--- config.mk ---
export PLATFORM = sky130hd
export DESIGN_NAME = adc_acq_sequencer
export DESIGN_NICKNAME = d
export VERILOG_FILES = /design/src/rtl/adc_acq_sequencer.sv
export SDC_FILE = /design/constraint.sdc
export NUM_CORES = 1
export LEC_CHECK = 0
export CAP_MARGIN = 0
export CORE_MARGIN = 8
export CORE_UTILIZATION = 55
export DETAILED_ROUTE_END_ITERATION = 16
export HOLD_SLACK_MARGIN = 0.06
export PLACE_DENSITY_LB_ADDON = 0.05
export SYNTH_ARGS = -nofsm -noshare
export SYNTH_HDL_FRONTEND = slang
export SYNTH_SLANG_ARGS = --single-unit
--- constraint.sdc ---
create_clock -name aclk -period 15.3 [get_ports aclk]
set_input_delay 3.06 -clock aclk [delete_from_list [all_inputs] [get_ports aclk]]
set_output_delay 3.06 -clock aclk [all_outputs]
set_load 0.01 [all_outputs]
--- src/rtl/adc_acq_sequencer.sv ---
`default_nettype none
// ============================================================================
//  Module      : adc_acq_sequencer
//  Description : Acquisition sequencer in front of an SPI ADC controller.
//                Issues acquisition starts (single / periodic / continuous),
//                forwards register-write commands, block-averages conversion
//                results and queues them in an output FIFO with sticky
//                overflow / missed / timeout status.
//  Revision    : 1.0  initial release
// ============================================================================
module adc_acq_sequencer #(
    parameter int DATA_WIDTH     = 32,
    parameter int FIFO_DEPTH     = 8,
    parameter int AVG_MAX_LOG2   = 4,
    parameter int TIMEOUT_CYCLES = 1024
) (
    input  logic                                aclk,
    input  logic                                areset,
    input  logic [1:0]                          mode,
    input  logic [31:0]                         period,
    input  logic [$clog2(AVG_MAX_LOG2+1)-1:0]   avg_log2,
    input  logic                                trigger_acq,
    input  logic                                clear_status,
    input  logic [31:0]                         s_axis_tdata,
    input  logic                                s_axis_tvalid,
    output logic                                s_axis_tready,
    output logic [DATA_WIDTH-1:0]               m_axis_tdata,
    output logic                                m_axis_tvalid,
    input  logic                                m_axis_tready,
    output logic                                ctl_start_acq,
    output logic                                ctl_start_reg_wrt,
    output logic [23:0]                         ctl_reg_cmd,
    input  logic                                ctl_acq_done,
    input  logic                                ctl_reg_wrt_done,
    input  logic [DATA_WIDTH-1:0]               ctl_cnv_data,
    input  logic                                ctl_busy,
    output logic                                ready,
    output logic                                overflow,
    output logic                                missed,
    output logic                                timeout
);

    localparam int c_AVG_W = $clog2(AVG_MAX_LOG2 + 1);
    localparam int c_ACC_W = DATA_WIDTH + AVG_MAX_LOG2;
    localparam int c_CNT_W = AVG_MAX_LOG2 + 1;
    localparam int c_PTR_W = $clog2(FIFO_DEPTH);
    localparam int c_TO_W  = $clog2(TIMEOUT_CYCLES + 1);

    localparam logic [c_TO_W-1:0]  c_TO_LAST  = c_TO_W'(TIMEOUT_CYCLES - 1);
    localparam logic [c_AVG_W-1:0] c_AVG_MAX  = c_AVG_W'(AVG_MAX_LOG2);

    localparam logic [1:0] c_IDLE     = 2'd0;
    localparam logic [1:0] c_WAIT_ACQ = 2'd1;
    localparam logic [1:0] c_WAIT_REG = 2'd2;

    // ------------------------------------------------------------------------
    // Registers
    // ------------------------------------------------------------------------
    logic [1:0]                r_state;
    logic                      r_start_acq;
    logic                      r_start_reg;
    logic [23:0]               r_reg_cmd;
    logic [c_TO_W-1:0]         r_to_cnt;
    logic [1:0]                r_mode_q;
    logic [31:0]               r_per_cnt;
    logic signed [c_ACC_W-1:0] r_acc;
    logic [c_CNT_W-1:0]        r_cnt;
    logic [c_AVG_W-1:0]        r_avg_lat;
    logic                      r_push;
    logic [DATA_WIDTH-1:0]     r_res;
    logic [DATA_WIDTH-1:0]     r_mem [FIFO_DEPTH];
    logic [c_PTR_W:0]          r_wr_ptr;
    logic [c_PTR_W:0]          r_rd_ptr;
    logic                      r_overflow;
    logic                      r_missed;
    logic                      r_timeout;

    // ------------------------------------------------------------------------
    // Combinational decode
    // ------------------------------------------------------------------------
    logic                      w_ready;
    logic                      w_s_hs;
    logic [1:0]                w_mode_eff;
    logic                      w_mode_chg;
    logic [31:0]               w_period_m1;
    logic                      w_tick;
    logic                      w_trig_pend;
    logic                      w_start;
    logic                      w_to_hit;
    logic                      w_acq_take;
    logic [c_AVG_W-1:0]        w_avg_req;
    logic [c_AVG_W-1:0]        w_avg_cur;
    logic [c_CNT_W-1:0]        w_blk_last;
    logic                      w_final;
    logic signed [c_ACC_W-1:0] w_sext;
    logic signed [c_ACC_W-1:0] w_acc_next;
    logic signed [c_ACC_W-1:0] w_shifted;
    logic                      w_empty;
    logic                      w_full;
    logic                      w_pop;
    logic                      w_wr_en;
    logic                      w_set_overflow;
    logic                      w_set_missed;
    logic                      w_unused;

    // Ready is forced low while reset is asserted, not just after the edge.
    assign w_ready = (r_state == c_IDLE) && !ctl_busy && !areset;
    assign w_s_hs  = s_axis_tvalid && w_ready;

    // Mode 3 is reserved and behaves as single mode.
    assign w_mode_eff  = (mode == 2'd3) ? 2'd0 : mode;
    assign w_mode_chg  = (mode != r_mode_q);
    assign w_period_m1 = (period == 32'd0) ? 32'd0 : (period - 32'd1);
    assign w_tick      = (w_mode_eff == 2'd1) && !w_mode_chg && (r_per_cnt == 32'd0);

    always_comb begin
        w_trig_pend = 1'b0;
        case (w_mode_eff)
            2'd0:    w_trig_pend = trigger_acq;
            2'd1:    w_trig_pend = w_tick;
            2'd2:    w_trig_pend = 1'b1;
            default: w_trig_pend = 1'b0;
        endcase
    end

    // Register commands take priority over any acquisition trigger.
    assign w_start      = w_ready && !w_s_hs && w_trig_pend;
    // A periodic tick that cannot start an acquisition right now is lost.
    assign w_set_missed = w_tick && !w_start;

    assign w_to_hit = (r_to_cnt == c_TO_LAST) &&
                      (((r_state == c_WAIT_ACQ) && !ctl_acq_done) ||
                       ((r_state == c_WAIT_REG) && !ctl_reg_wrt_done));

    // Averaging datapath; the exponent is taken live on the first sample of
    // a block and from the latched copy afterwards.
    assign w_acq_take = (r_state == c_WAIT_ACQ) && ctl_acq_done;
    assign w_avg_req  = (avg_log2 > c_AVG_MAX) ? c_AVG_MAX : avg_log2;
    assign w_avg_cur  = (r_cnt == '0) ? w_avg_req : r_avg_lat;
    assign w_blk_last = (c_CNT_W'(1) << w_avg_cur) - c_CNT_W'(1);
    assign w_final    = (r_cnt == w_blk_last);
    assign w_sext     = $signed({{AVG_MAX_LOG2{ctl_cnv_data[DATA_WIDTH-1]}}, ctl_cnv_data});
    assign w_acc_next = r_acc + w_sext;
    assign w_shifted  = w_acc_next >>> w_avg_cur;

    // FIFO status; a pop in the same cycle frees room for a push into a full FIFO.
    assign w_empty        = (r_wr_ptr == r_rd_ptr);
    assign w_full         = (r_wr_ptr[c_PTR_W] != r_rd_ptr[c_PTR_W]) &&
                            (r_wr_ptr[c_PTR_W-1:0] == r_rd_ptr[c_PTR_W-1:0]);
    assign w_pop          = !w_empty && m_axis_tready;
    assign w_wr_en        = r_push && (!w_full || w_pop);
    assign w_set_overflow = r_push && w_full && !w_pop;

    // Upper command bits carry no meaning for the controller.
    assign w_unused = ^s_axis_tdata[31:24];

    // ------------------------------------------------------------------------
    // Main sequencing FSM: start pulses, command holding, wait timeouts
    // ------------------------------------------------------------------------
    always_ff @(posedge aclk) begin
        if (areset) begin
            r_state     <= c_IDLE;
            r_start_acq <= 1'b0;
            r_start_reg <= 1'b0;
            r_reg_cmd   <= 24'd0;
            r_to_cnt    <= '0;
        end else begin
            r_start_acq <= 1'b0;
            r_start_reg <= 1'b0;
            case (r_state)
                c_IDLE: begin
                    r_to_cnt <= '0;
                    if (w_s_hs) begin
                        r_reg_cmd   <= s_axis_tdata[23:0];
                        r_start_reg <= 1'b1;
                        r_state     <= c_WAIT_REG;
                    end else if (w_start) begin
                        r_start_acq <= 1'b1;
                        r_state     <= c_WAIT_ACQ;
                    end
                end
                c_WAIT_ACQ: begin
                    if (ctl_acq_done || w_to_hit) begin
                        r_state <= c_IDLE;
                    end else begin
                        r_to_cnt <= r_to_cnt + c_TO_W'(1);
                    end
                end
                c_WAIT_REG: begin
                    // An abandoned write also releases the command bus.
                    if (ctl_reg_wrt_done || w_to_hit) begin
                        r_reg_cmd <= 24'd0;
                        r_state   <= c_IDLE;
                    end else begin
                        r_to_cnt <= r_to_cnt + c_TO_W'(1);
                    end
                end
                default: r_state <= c_IDLE;
            endcase
        end
    end

    // Periodic tick generator, restarted whenever the mode input changes
    always_ff @(posedge aclk) begin
        if (areset) begin
            r_per_cnt <= 32'd0;
            r_mode_q  <= 2'd0;
        end else begin
            r_mode_q <= mode;
            if (w_mode_chg || (r_per_cnt == 32'd0)) begin
                r_per_cnt <= w_period_m1;
            end else begin
                r_per_cnt <= r_per_cnt - 32'd1;
            end
        end
    end

    // Block accumulator; a mode change or timeout throws away a partial block
    always_ff @(posedge aclk) begin
        if (areset) begin
            r_acc     <= '0;
            r_cnt     <= '0;
            r_avg_lat <= '0;
            r_push    <= 1'b0;
            r_res     <= '0;
        end else begin
            r_push <= 1'b0;
            if (w_mode_chg || w_to_hit) begin
                r_acc <= '0;
                r_cnt <= '0;
            end else if (w_acq_take) begin
                if (r_cnt == '0) begin
                    r_avg_lat <= w_avg_req;
                end
                if (w_final) begin
                    r_res  <= w_shifted[DATA_WIDTH-1:0];
                    r_push <= 1'b1;
                    r_acc  <= '0;
                    r_cnt  <= '0;
                end else begin
                    r_acc <= w_acc_next;
                    r_cnt <= r_cnt + c_CNT_W'(1);
                end
            end
        end
    end

    // FIFO storage; contents need no reset because the pointers define validity
    always_ff @(posedge aclk) begin
        if (w_wr_en) begin
            r_mem[r_wr_ptr[c_PTR_W-1:0]] <= r_res;
        end
    end

    // FIFO pointers
    always_ff @(posedge aclk) begin
        if (areset) begin
            r_wr_ptr <= '0;
            r_rd_ptr <= '0;
        end else begin
            if (w_wr_en) begin
                r_wr_ptr <= r_wr_ptr + (c_PTR_W+1)'(1);
            end
            if (w_pop) begin
                r_rd_ptr <= r_rd_ptr + (c_PTR_W+1)'(1);
            end
        end
    end

    // Sticky status flags; a set in the same cycle as a clear is kept
    always_ff @(posedge aclk) begin
        if (areset) begin
            r_overflow <= 1'b0;
            r_missed   <= 1'b0;
            r_timeout  <= 1'b0;
        end else begin
            r_overflow <= (r_overflow && !clear_status) || w_set_overflow;
            r_missed   <= (r_missed   && !clear_status) || w_set_missed;
            r_timeout  <= (r_timeout  && !clear_status) || w_to_hit;
        end
    end

    // ------------------------------------------------------------------------
    // Outputs
    // ------------------------------------------------------------------------
    assign ready             = w_ready;
    assign s_axis_tready     = w_ready;
    assign ctl_start_acq     = r_start_acq;
    assign ctl_start_reg_wrt = r_start_reg;
    assign ctl_reg_cmd       = r_reg_cmd;
    assign m_axis_tvalid     = !w_empty;
    assign m_axis_tdata      = w_empty ? '0 : r_mem[r_rd_ptr[c_PTR_W-1:0]];
    assign overflow          = r_overflow;
    assign missed            = r_missed;
    assign timeout           = r_timeout;

endmodule
`default_nettype wire

# --- Yosys cells after proc, flatten, opt, wreduce, memory -nomap -nowiden ---
# Memory sizes are Yosys's and may differ from the RTL's. A register that Yosys moved wholly into a read port is not among the register bits.
# Cells that the tools add are included.
word_totals:
  regBits: 161
  ramBits: 256
  out_inout_bits: 64
  mem_count: 1
memory_table:
  columns: ["name", "depth", "word_bits", "rd", "rd_clocked_by_memory_dff", "wr", "line", "rtl"]
  rows:
  - ["r_mem", 8, 32, 1, 1, 1, "71", "logic [DATA_WIDTH-1:0] r_mem [FIFO_DEPTH];"]
op_classes:
  addsub: 8
  n_lt_le_gt_ge: 1
  n_eq_ne: 17
  shift: 2
  n_mux: 27
  bitwise_logic: 3
  n_reduce_logical: 56
ops:
  columns: ["operator", "n"]
  rows:
  - ["$mux 32", 3]
  - ["$logic_not 32->1", 2]
  - ["$sub 32x1->32 const B", 2]
  - ["$mux 24", 2]
  - ["$pmux 24 s2", 1]
  - ["$add 36x32->36", 1]
  - ["$mux 36", 1]
  - ["$sshr 36x3->32", 1]
  - ["$pmux 11 s3", 1]
  - ["$mux 11", 2]
  - ["$logic_and 1x1->1", 20]
  - ["$mux 3", 4]
  - ["$reduce_and 3->1", 4]
  - ["$add 11x1->11 const B", 1]
  - ["$eq 11x10->1 const B", 1]
  - ["$logic_not 1->1", 11]
  - ["$mux 2", 5]
  - ["$logic_or 1x1->1", 9]
  - ["$add 4x1->4 const B", 2]
  - ["$eq 2x2->1 const B", 3]
  - ["$ne 2x2->1 const B", 3]
  - ["$pmux 2 s3", 1]
  - ["$reduce_or 3->1", 2]
  - ["$add 5x1->5 const B", 1]
  - ["other kinds (21)", 31]

# --- Longest topological paths before layout ---
depth:
  depth_word: 10
  mapped_depth: 19
  depth_no_buf: 16

# --- Worst setup path before layout ---
# OpenSTA, ideal clock, no wires.
synth_path:
  path_type: "input-to-reg"
  start: "in m_axis_tready"
  end: "mem r_mem[1][0] (enable)"
  setup_ps: 513
  t_arrival_ps: 6637
  required_ps: 14787
  path_slack_ps: 8150
  cell_stages: 3
  n_path_buf: 0
  cell_sequence: "or3_1 -> nand2_1 -> nor4b_1"
synth_via:
  elab_chain_len: 5
synth_rtl:
  columns: ["element", "line", "rtl"]
  rows:
  - ["from (decl)", "29", "input logic m_axis_tready,"]
  - ["$logic_and 1x1->1", "150", "assign w_pop = !w_empty && m_axis_tready;"]
  - ["$logic_or 1x1->1", "151", "assign w_wr_en = r_push && (!w_full || w_pop);"]
  - ["$logic_and 1x1->1", "151", null]
  - ["$mux 1", "250", "if (w_wr_en) begin"]
  - ["$mux 1 (not written as such)", "251", "r_mem[r_wr_ptr[c_PTR_W-1:0]] <= r_res;"]
  - ["to (decl)", "71", null]
# Every way passes these cells.

# --- Worst setup path after layout ---
layout_path:
  start: "in ctl_busy"
  end: "out s_axis_tready"
layout_via:
  elab_chain_len: 3
layout_rtl:
  columns: ["element", "line", "rtl"]
  rows:
  - ["from (decl)", "36", "input logic ctl_busy,"]
  - ["$logic_not 1->1", "107", "assign w_ready = (r_state == c_IDLE) && !ctl_busy && !areset;"]
  - ["$logic_and 1x1->1 (2 in series)", "107", null]
  - ["to (decl)", "26", "output logic s_axis_tready,"]
# Every way passes these cells.

==> results by group <==
GRT
  • Antenna violations before repair: 0
  • Vias in the first global route: 14900
  • First-pass GRT wire length: 82200 um
  • Largest net degree at the start of global routing: 65
  • Gr ovfl total: 0
  • Total track usage: 23.1%

Place
  • Area after DPL: 0.0230 mm2
  • GPL Wtd Cong: 0.913
  • Hpwl dp: 34700 um
  • Port buffer count: 165

Critical path
  • Startpoint Class: primary input
  • CP Cell Sequence: clkdlybuf4s50_1 > nor3_1 > clkdlybuf4s50_1
  • Top delay family on crit path: buffers and inverters
  • Crit path top cell by count: clkdlybuf4s50_1
  • Reg2Reg Depth: 15
  • Max stage delay on crit path: 0.62 ns
  • Critical path class: primary input to output pin
  • Crit path buffers/inverters: 2
  • Critical-path maximum fanout: 4
  • Worst Path Arrival: 4.45 ns
  • Slowest cell on the critical path: clkdlybuf4s50_1
  • CP Capture Type: output pin
  • Crit path depth: 3
  • WP data required: 12.24 ns

Power
  • Pwr Density: 104 mW/mm2
  • Max VDD drop: 73.0 uV
  • P_leak: 0.00867 uW

Hold path
  • Worst min path class: register to register
  • Worst Hold Depth: 2

Synthesis
  • Yosys warns: 0
  • Yosys top cell area share: 36.8%
  • Async SR Flop Fraction: 0%
  • Synth area leaders: edfxtp_1 37%, dfxtp_1 16%, mux4_2 7.3%
  • Cells after synthesis: 1866
  • Register area share after synthesis: 52.5%
  • Yosys cell types: 87
  • Flops & latches, synth: 420
  • Syn_nets: 2027
  • Post-synth EDFFs: 256
  • Mapped cell area: 0.0209 mm2
  • Mean Syn Cell Area: 11.2 um2
  • Synth area leader: edfxtp_1
  • Synth Flop Type: edfxtp_1

Floorplanning
  • Die ar.: 0.0445 mm2
  • Top-level port count: 174
  • Die Y: 211 um
  • Initial Util: 55.6%
  • Site Rows: 71
  • Core ar.: 0.0376 mm2
  • Die Width: 211 um

Clock tree
  • CTS tree: built
  • Max Root-Sink Buffers: 3
  • CTS HTree Levels: 2
  • Clock transition at the registers of the reported paths: 0.06 ns
  • TritonCTS Buffers: 44
  • Post-CTS Setup Repair Bufs: 0
  • CTS Root Cell: clkbuf_16
  • Clk Latency, worst-skew pair: 0.59 ns
  • Clock sinks: 420
  • CTS resizes: 0
  • Hold_buf cts: 0

Final layout
  • Share of cells above drive strength 1: 10.9%
  • ANT cells: 0
  • Layout Utilization: 65.6%
  • Post-Layout Inst Area: 0.0246 mm2
  • Final net count: 2158
  • Area Overhead vs Synth: 17.9%

Timing
  • Hold slack: 0.456 ns
  • Final hold vios: 0
  • Tmin final: 7.51 ns
  • Worst slew pin tran: 0.961 ns
  • RSZ-0062 raised after global routing: no
  • Setup_tns: 0 ns
  • Final setup fails: 0
  • Max Clk Rate: 133 MHz
  • Final Max Tran Viols: 0
  • Max-slew headroom: 35.5%
  • Max Clock Skew: 0.0169 ns
  • Final Cycle Share: 49.1%

Detailed routing
  • Iteration-0 DRC Markers: 1308
  • Vias per cell: 6.00
  • Antenna Nets Post-Route: 0
  • DRC: 0
  • Routed wire length per instance: 20.4 um
  • Via count: 15300
  • Drt total wl: 52000 um
  • Pre-antenna DRT Iters: 5

Outcome
  • Run status: finished, final reports clean

Run
  • Max-cap violation count: 0
[cell usage after synthesis, drive strengths merged (5+ instances only)]
library cell and count:
or3 20, nor2b 12, nand2b 7, o31ai 7, o21bai 6, nand2 146
clkbuf 73, xnor2 40, edfxtp 256, nand4 17, and2 12, o211ai 17
inv 30, mux2 5, and3 34, a22oi 47, a31oi 22, xor2 65
a311oi 5, mux4 68, a211oi 32, ha 50, nor3 38, nor3b 9
a21oi 123, o22ai 7, a21o 17, or4 9, nand3 54, nor2 231
o21ai 58, dfxtp 164, buf 33, nor4 16, a2bb2oi 11, mux2i 59
o2111ai 6
[metrics by stage]
step	setup WS [ns]	total power [uW]	instances
after floorplan	8.15	1350	1866
after detailed placement	7.79	1420	2461
after CTS	7.79	2590	2543
final	7.79	2570	2544
after global routing	7.69	2650	2544
after global placement	7.81	1420	2461
[worst paths after layout]
path                                 from             to  slack, ns
worst max-delay path             ctl_busy  s_axis_tready       7.79
worst min-delay path            r_acc[24]      r_acc[24]       0.46
worst max register to register   r_cnt[0]      r_res[29]      10.78
worst min register to register  r_acc[24]      r_acc[24]       0.46
[where the power goes]
| part | internal [uW] | total, uW | switching, uW |
|---|---|---|---|
| logic | 83.8 | 197 | 113 |
| registers | 1200 | 1210 | 9.44 |
| clock network | 717 | 1170 | 450 |
| total | 2000 | 2570 | 572 |
[sequential cells by signal, summed over array words and instances (netlist names), 3 cells and up, named ones only]
| signal | cells |
|---|---|
| r_mem | 256 |
| r_acc | 36 |
| r_per_cnt | 32 |
| r_res | 32 |
| ctl_reg_cmd | 24 |
| r_to_cnt | 11 |
| r_cnt | 5 |
| r_rd_ptr | 4 |
| r_wr_ptr | 4 |
| r_avg_lat | 3 |
[cells in the final DEF, fill, tap and decap left out, types with 8 or more instances in the layout]
cell type        synthesis  layout
a211oi_1                31      31
a21o_1                  17      17
a21oi_1                122     122
a22oi_1                 47      47
a2bb2oi_1               11      11
a31oi_1                 22      22
and2_1                  11      11
and3_1                  34      34
buf_4                    4      25
clkbuf_16                0      48
clkdlybuf4s50_1          0     164
clkinv_2                 0      12
dfxtp_1                164     161
edfxtp_1               256     256
ha_1                    50      50
inv_1                   30      30
mux2i_1                 57      56
mux4_2                  68      68
nand2_1                145     145
nand3_1                 53      53
nand4_1                 17      17
nor2_1                 230     228
nor2b_1                 11      10
nor3_1                  34      31
nor4_1                  12      11
o211ai_1                17      17
o21ai_0                 53      53
or3_1                   19      19
or4_1                    8       8
xnor2_1                 40      40
xor2_1                  65      65
[routing by layer]
metal / share of wire (%) / GRT usage [%] / up-vias
li1: - / - / 7307
met1: 46 / 32.6 / 7482
met2: 46 / 36.9 / 416
met3: 5.3 / 3.16 / 58
met4: 2.1 / 6.93 / 0
met5: 0 / 0 / -
[cells by family after synthesis]
family                     after synthesis  share of synthesized area (%)
adders and majority gates               51                           3.09
DFF                                    420                           52.5
AOI/OAI and AO/OA                      400                           12.5
buffers and inverters                  136                           2.70
xor gates and xnor gates               105                           4.40
and+or+nand+nor                        622                           14.3
muxes                                  132                           10.5
[layout make-up]
type | instances | area, um2
repair buffers | 191 | 1850
fillers | 2975 | 12900
clock inverters | 24 | 330
inverters | 30 | 113
multi-input cells | 1310 | 9440
clock buffers | 58 | 1290
flip-flops and latches | 420 | 11000
well taps | 511 | 639
[worst reg2reg max path: stages, from the launching register on]
cell and delay (ns):
dfxtp_1 0.45, inv_1 0.07, ha_1 0.20, nor4b_2 0.15, buf_4 0.19, mux2_4 0.44, nor2_1 0.36, nand2_1 0.14
ha_1 0.30, xor2_1 0.26, mux2i_1 0.21, a22oi_1 0.14, or3_4 0.63, nor2b_4 0.51, nor2_1 0.08, a311oi_1 0.26
(Power assumes the default switching activity.)
==> variant (same settings) <==
Set the parameter `DATA_WIDTH` to 36 (it was 32).
--- a/src/rtl/adc_acq_sequencer.sv
+++ b/src/rtl/adc_acq_sequencer.sv
@@ -9,7 +9,7 @@
 //  Revision    : 1.0  initial release
 // ============================================================================
 module adc_acq_sequencer #(
-    parameter int DATA_WIDTH     = 32,
+    parameter int DATA_WIDTH     = 36,
     parameter int FIFO_DEPTH     = 8,
     parameter int AVG_MAX_LOG2   = 4,
     parameter int TIMEOUT_CYCLES = 1024
Interface: changed (resized ctl_cnv_data and m_axis_tdata); port bits go from 174 to 182. The function was not compared with the original's and may differ.
==> variant against the unedited design <==
Clock power is 6% higher; cell area is 7.3% higher; synthesized area is 8.0% higher; critical path depth stayed put; routed wire length is 7.6% higher; total power is 7.3% higher; global-route usage hardly changed; clock skew is 0.0068 ns higher; setup slack better by 0.031 ns; sequential cell count is 40 higher; critical path type unchanged; largest cell class unchanged; largest power group unchanged.
==> variant: results (changes against the unedited design) <==
[critical_path]
cp.arrival_ns = 4.42  ; was 4.45 ns
worstReg2RegEnd = r_res[30]$_SDFFE_PP0P_  ; was r_res[29]$_SDFFE_PP0P_
reg2reg_depth = 14  ; was 15
crit_path_start = ctl_busy  ; unchanged
worst-r2r-setup-slack_ns = 9.88  ; was 10.78 ns

[logic_synthesis]
synthFlopType = edfxtp_1  ; unchanged
synth_nets = 2158  ; was 2027
synth_edf_count = 288  ; was 256
ys_types = 83  ; was 87
yosys-top-cells-area = edfxtp_1 38%, dfxtp_1 15%, mux4_2 7.3%  ; was edfxtp_1 37%, dfxtp_1 16%, mux4_2 7.3%
ys_seq_area_share_pct = 53.6  ; was 52.5%
synth_common_cells = 288 x edfxtp_1, 249 x nor2_1, 172 x dfxtp_1  ; was 256 x edfxtp_1, 230 x nor2_1, 164 x dfxtp_1

[cells_and_area]
drive_gt1_share_pct = 10.1  ; was 10.9%
finalNetCount = 2291  ; was 2158
largest_register_ffs = 288  ; was 256

[power_and_ir_drop]
max-vdd-ir-drop_uv = 105  ; was 73.0 uV
p_sw_mw = 0.615  ; was 0.572 mW
leakagePower_nw = 8.55  ; was 8.67 nW

[global_route]
grt_use_total_pct = 23.1  ; about the same
grt_first_pass_wirelength_mm = 87.9  ; was 82.2 mm
grt_max_degree = 73  ; was 65
grt_pass1_vias = 16100  ; was 14900

[sta]
slew_headroom_pct = 21.9  ; was 35.5%
final.setup_skew_ns = 0.0238  ; was 0.0169 ns

[detailed_routing]
wl_met1_mm = 24.3  ; was 24.0 mm
vias_per_cell = 6.07  ; was 6.00
wl_met3_mm = 4.16  ; was 2.77 mm
routed_wl_mm = 55.9  ; was 52.0 mm
wl_met2_mm = 26.3  ; was 24.1 mm
drtIter0Drc = 1498  ; was 1308

[placed_design]
pre_cts_slack_ns = 7.56  ; was 7.79 ns
io_buffers = 173  ; was 165
hpwl_mm = 37.4  ; was 34.7 mm
gp_congestion = 0.915  ; was 0.913
placed_area_sq_um = 24700  ; was 23000 sq um

[min_path]
worstHoldPathType = reg2reg  ; unchanged

[clocking]
cts_post_setup_buffers_inserted = 0  ; unchanged
cts_buffers = 47  ; was 44

[outcome]
outcome = finished, final reports clean  ; unchanged

-- variant: changes by cell type after synthesis, sizes merged, moves of 8 or more --
cell / unedited run / this run
nor2: 231 / 251
nand2: 146 / 171
edfxtp: 256 / 288
a211oi: 32 / 21
a22oi: 47 / 39
o21ai: 58 / 66
o211ai: 17 / 25
dfxtp: 164 / 172
a21oi: 123 / 142
xnor2: 40 / 52
and3: 34 / 15
nor3b: 9 / 32
-- variant: logic make-up after synthesis --
kind of cell / after synthesis / share of synthesized area [%]
DFF: 460 / 53.6
adders and majority gates: 55 / 3.08
and+or+nand+nor: 676 / 14.3
xor gates and xnor gates: 110 / 4.27
muxes: 136 / 10.2
AOI/OAI and AO/OA: 416 / 12.0
buffers and inverters: 136 / 2.52
-- variant: power groups by stage --
stage	Combinational (mW)	Sequential (mW)	Clock, mW
finish	0.194	1.32	1.24
floorplan	0.119	1.35	0
global route	0.213	1.32	1.31
detailed placement	0.190	1.35	0
CTS	0.192	1.32	1.26
global placement	0.189	1.35	0
-- variant: worst max-delay path: stages --
cell,delay (ns)
clkdlybuf4s50_1,0.40
nor3_1,0.34
clkdlybuf4s50_1,0.62
-- variant: metrics by stage --
| stage | cells | hold slack (ns) | util (%) |
|---|---|---|---|
| 4_1_cts | 2693 | 0.457 | 65.0 |
| 6_report | 2694 | 0.454 | 65.0 |
| 5_1_grt | 2694 | 0.478 | 65.0 |
| 2_1_floorplan | 1989 | 0.436 | - |
| 3_3_place_gp | 2605 | 0.443 | 60.9 |
| 3_5_place_dp | 2605 | 0.449 | 60.9 |
-- variant: final cells by class --
type | count | area [sq um]
repair buffers | 196 | 1900
clock inverters | 36 | 472
multi-input cells | 1393 | 9980
diodes | 1 | 2.50
fillers | 3194 | 14200
inverters | 24 | 90.1
well taps | 532 | 666
flip-flops and latches | 460 | 12100
clock buffers | 52 | 1220
-- variant: routing by layer --
layer  vias to the layer above  GRT usage, %
li1                       7752             -
met1                      7992          31.2
met2                       530          37.7
met3                        80          4.96
met4                         0          5.71
met5                         -             0
-- variant: worst min path at each step --
stage	start	end	slack, ns	depth (start not counted)
after floorplan	r_acc[27]$_SDFFE_PP0P_	r_acc[27]$_SDFFE_PP0P_	0.44	2
after CTS	r_acc[21]$_SDFFE_PP0P_	r_acc[21]$_SDFFE_PP0P_	0.46	2
final	r_acc[21]$_SDFFE_PP0P_	r_acc[21]$_SDFFE_PP0P_	0.45	2
after detailed placement	r_acc[21]$_SDFFE_PP0P_	r_acc[21]$_SDFFE_PP0P_	0.45	2
after global placement	r_acc[10]$_SDFFE_PP0P_	r_acc[10]$_SDFFE_PP0P_	0.44	2
after global routing	r_acc[9]$_SDFFE_PP0P_	r_acc[9]$_SDFFE_PP0P_	0.48	2
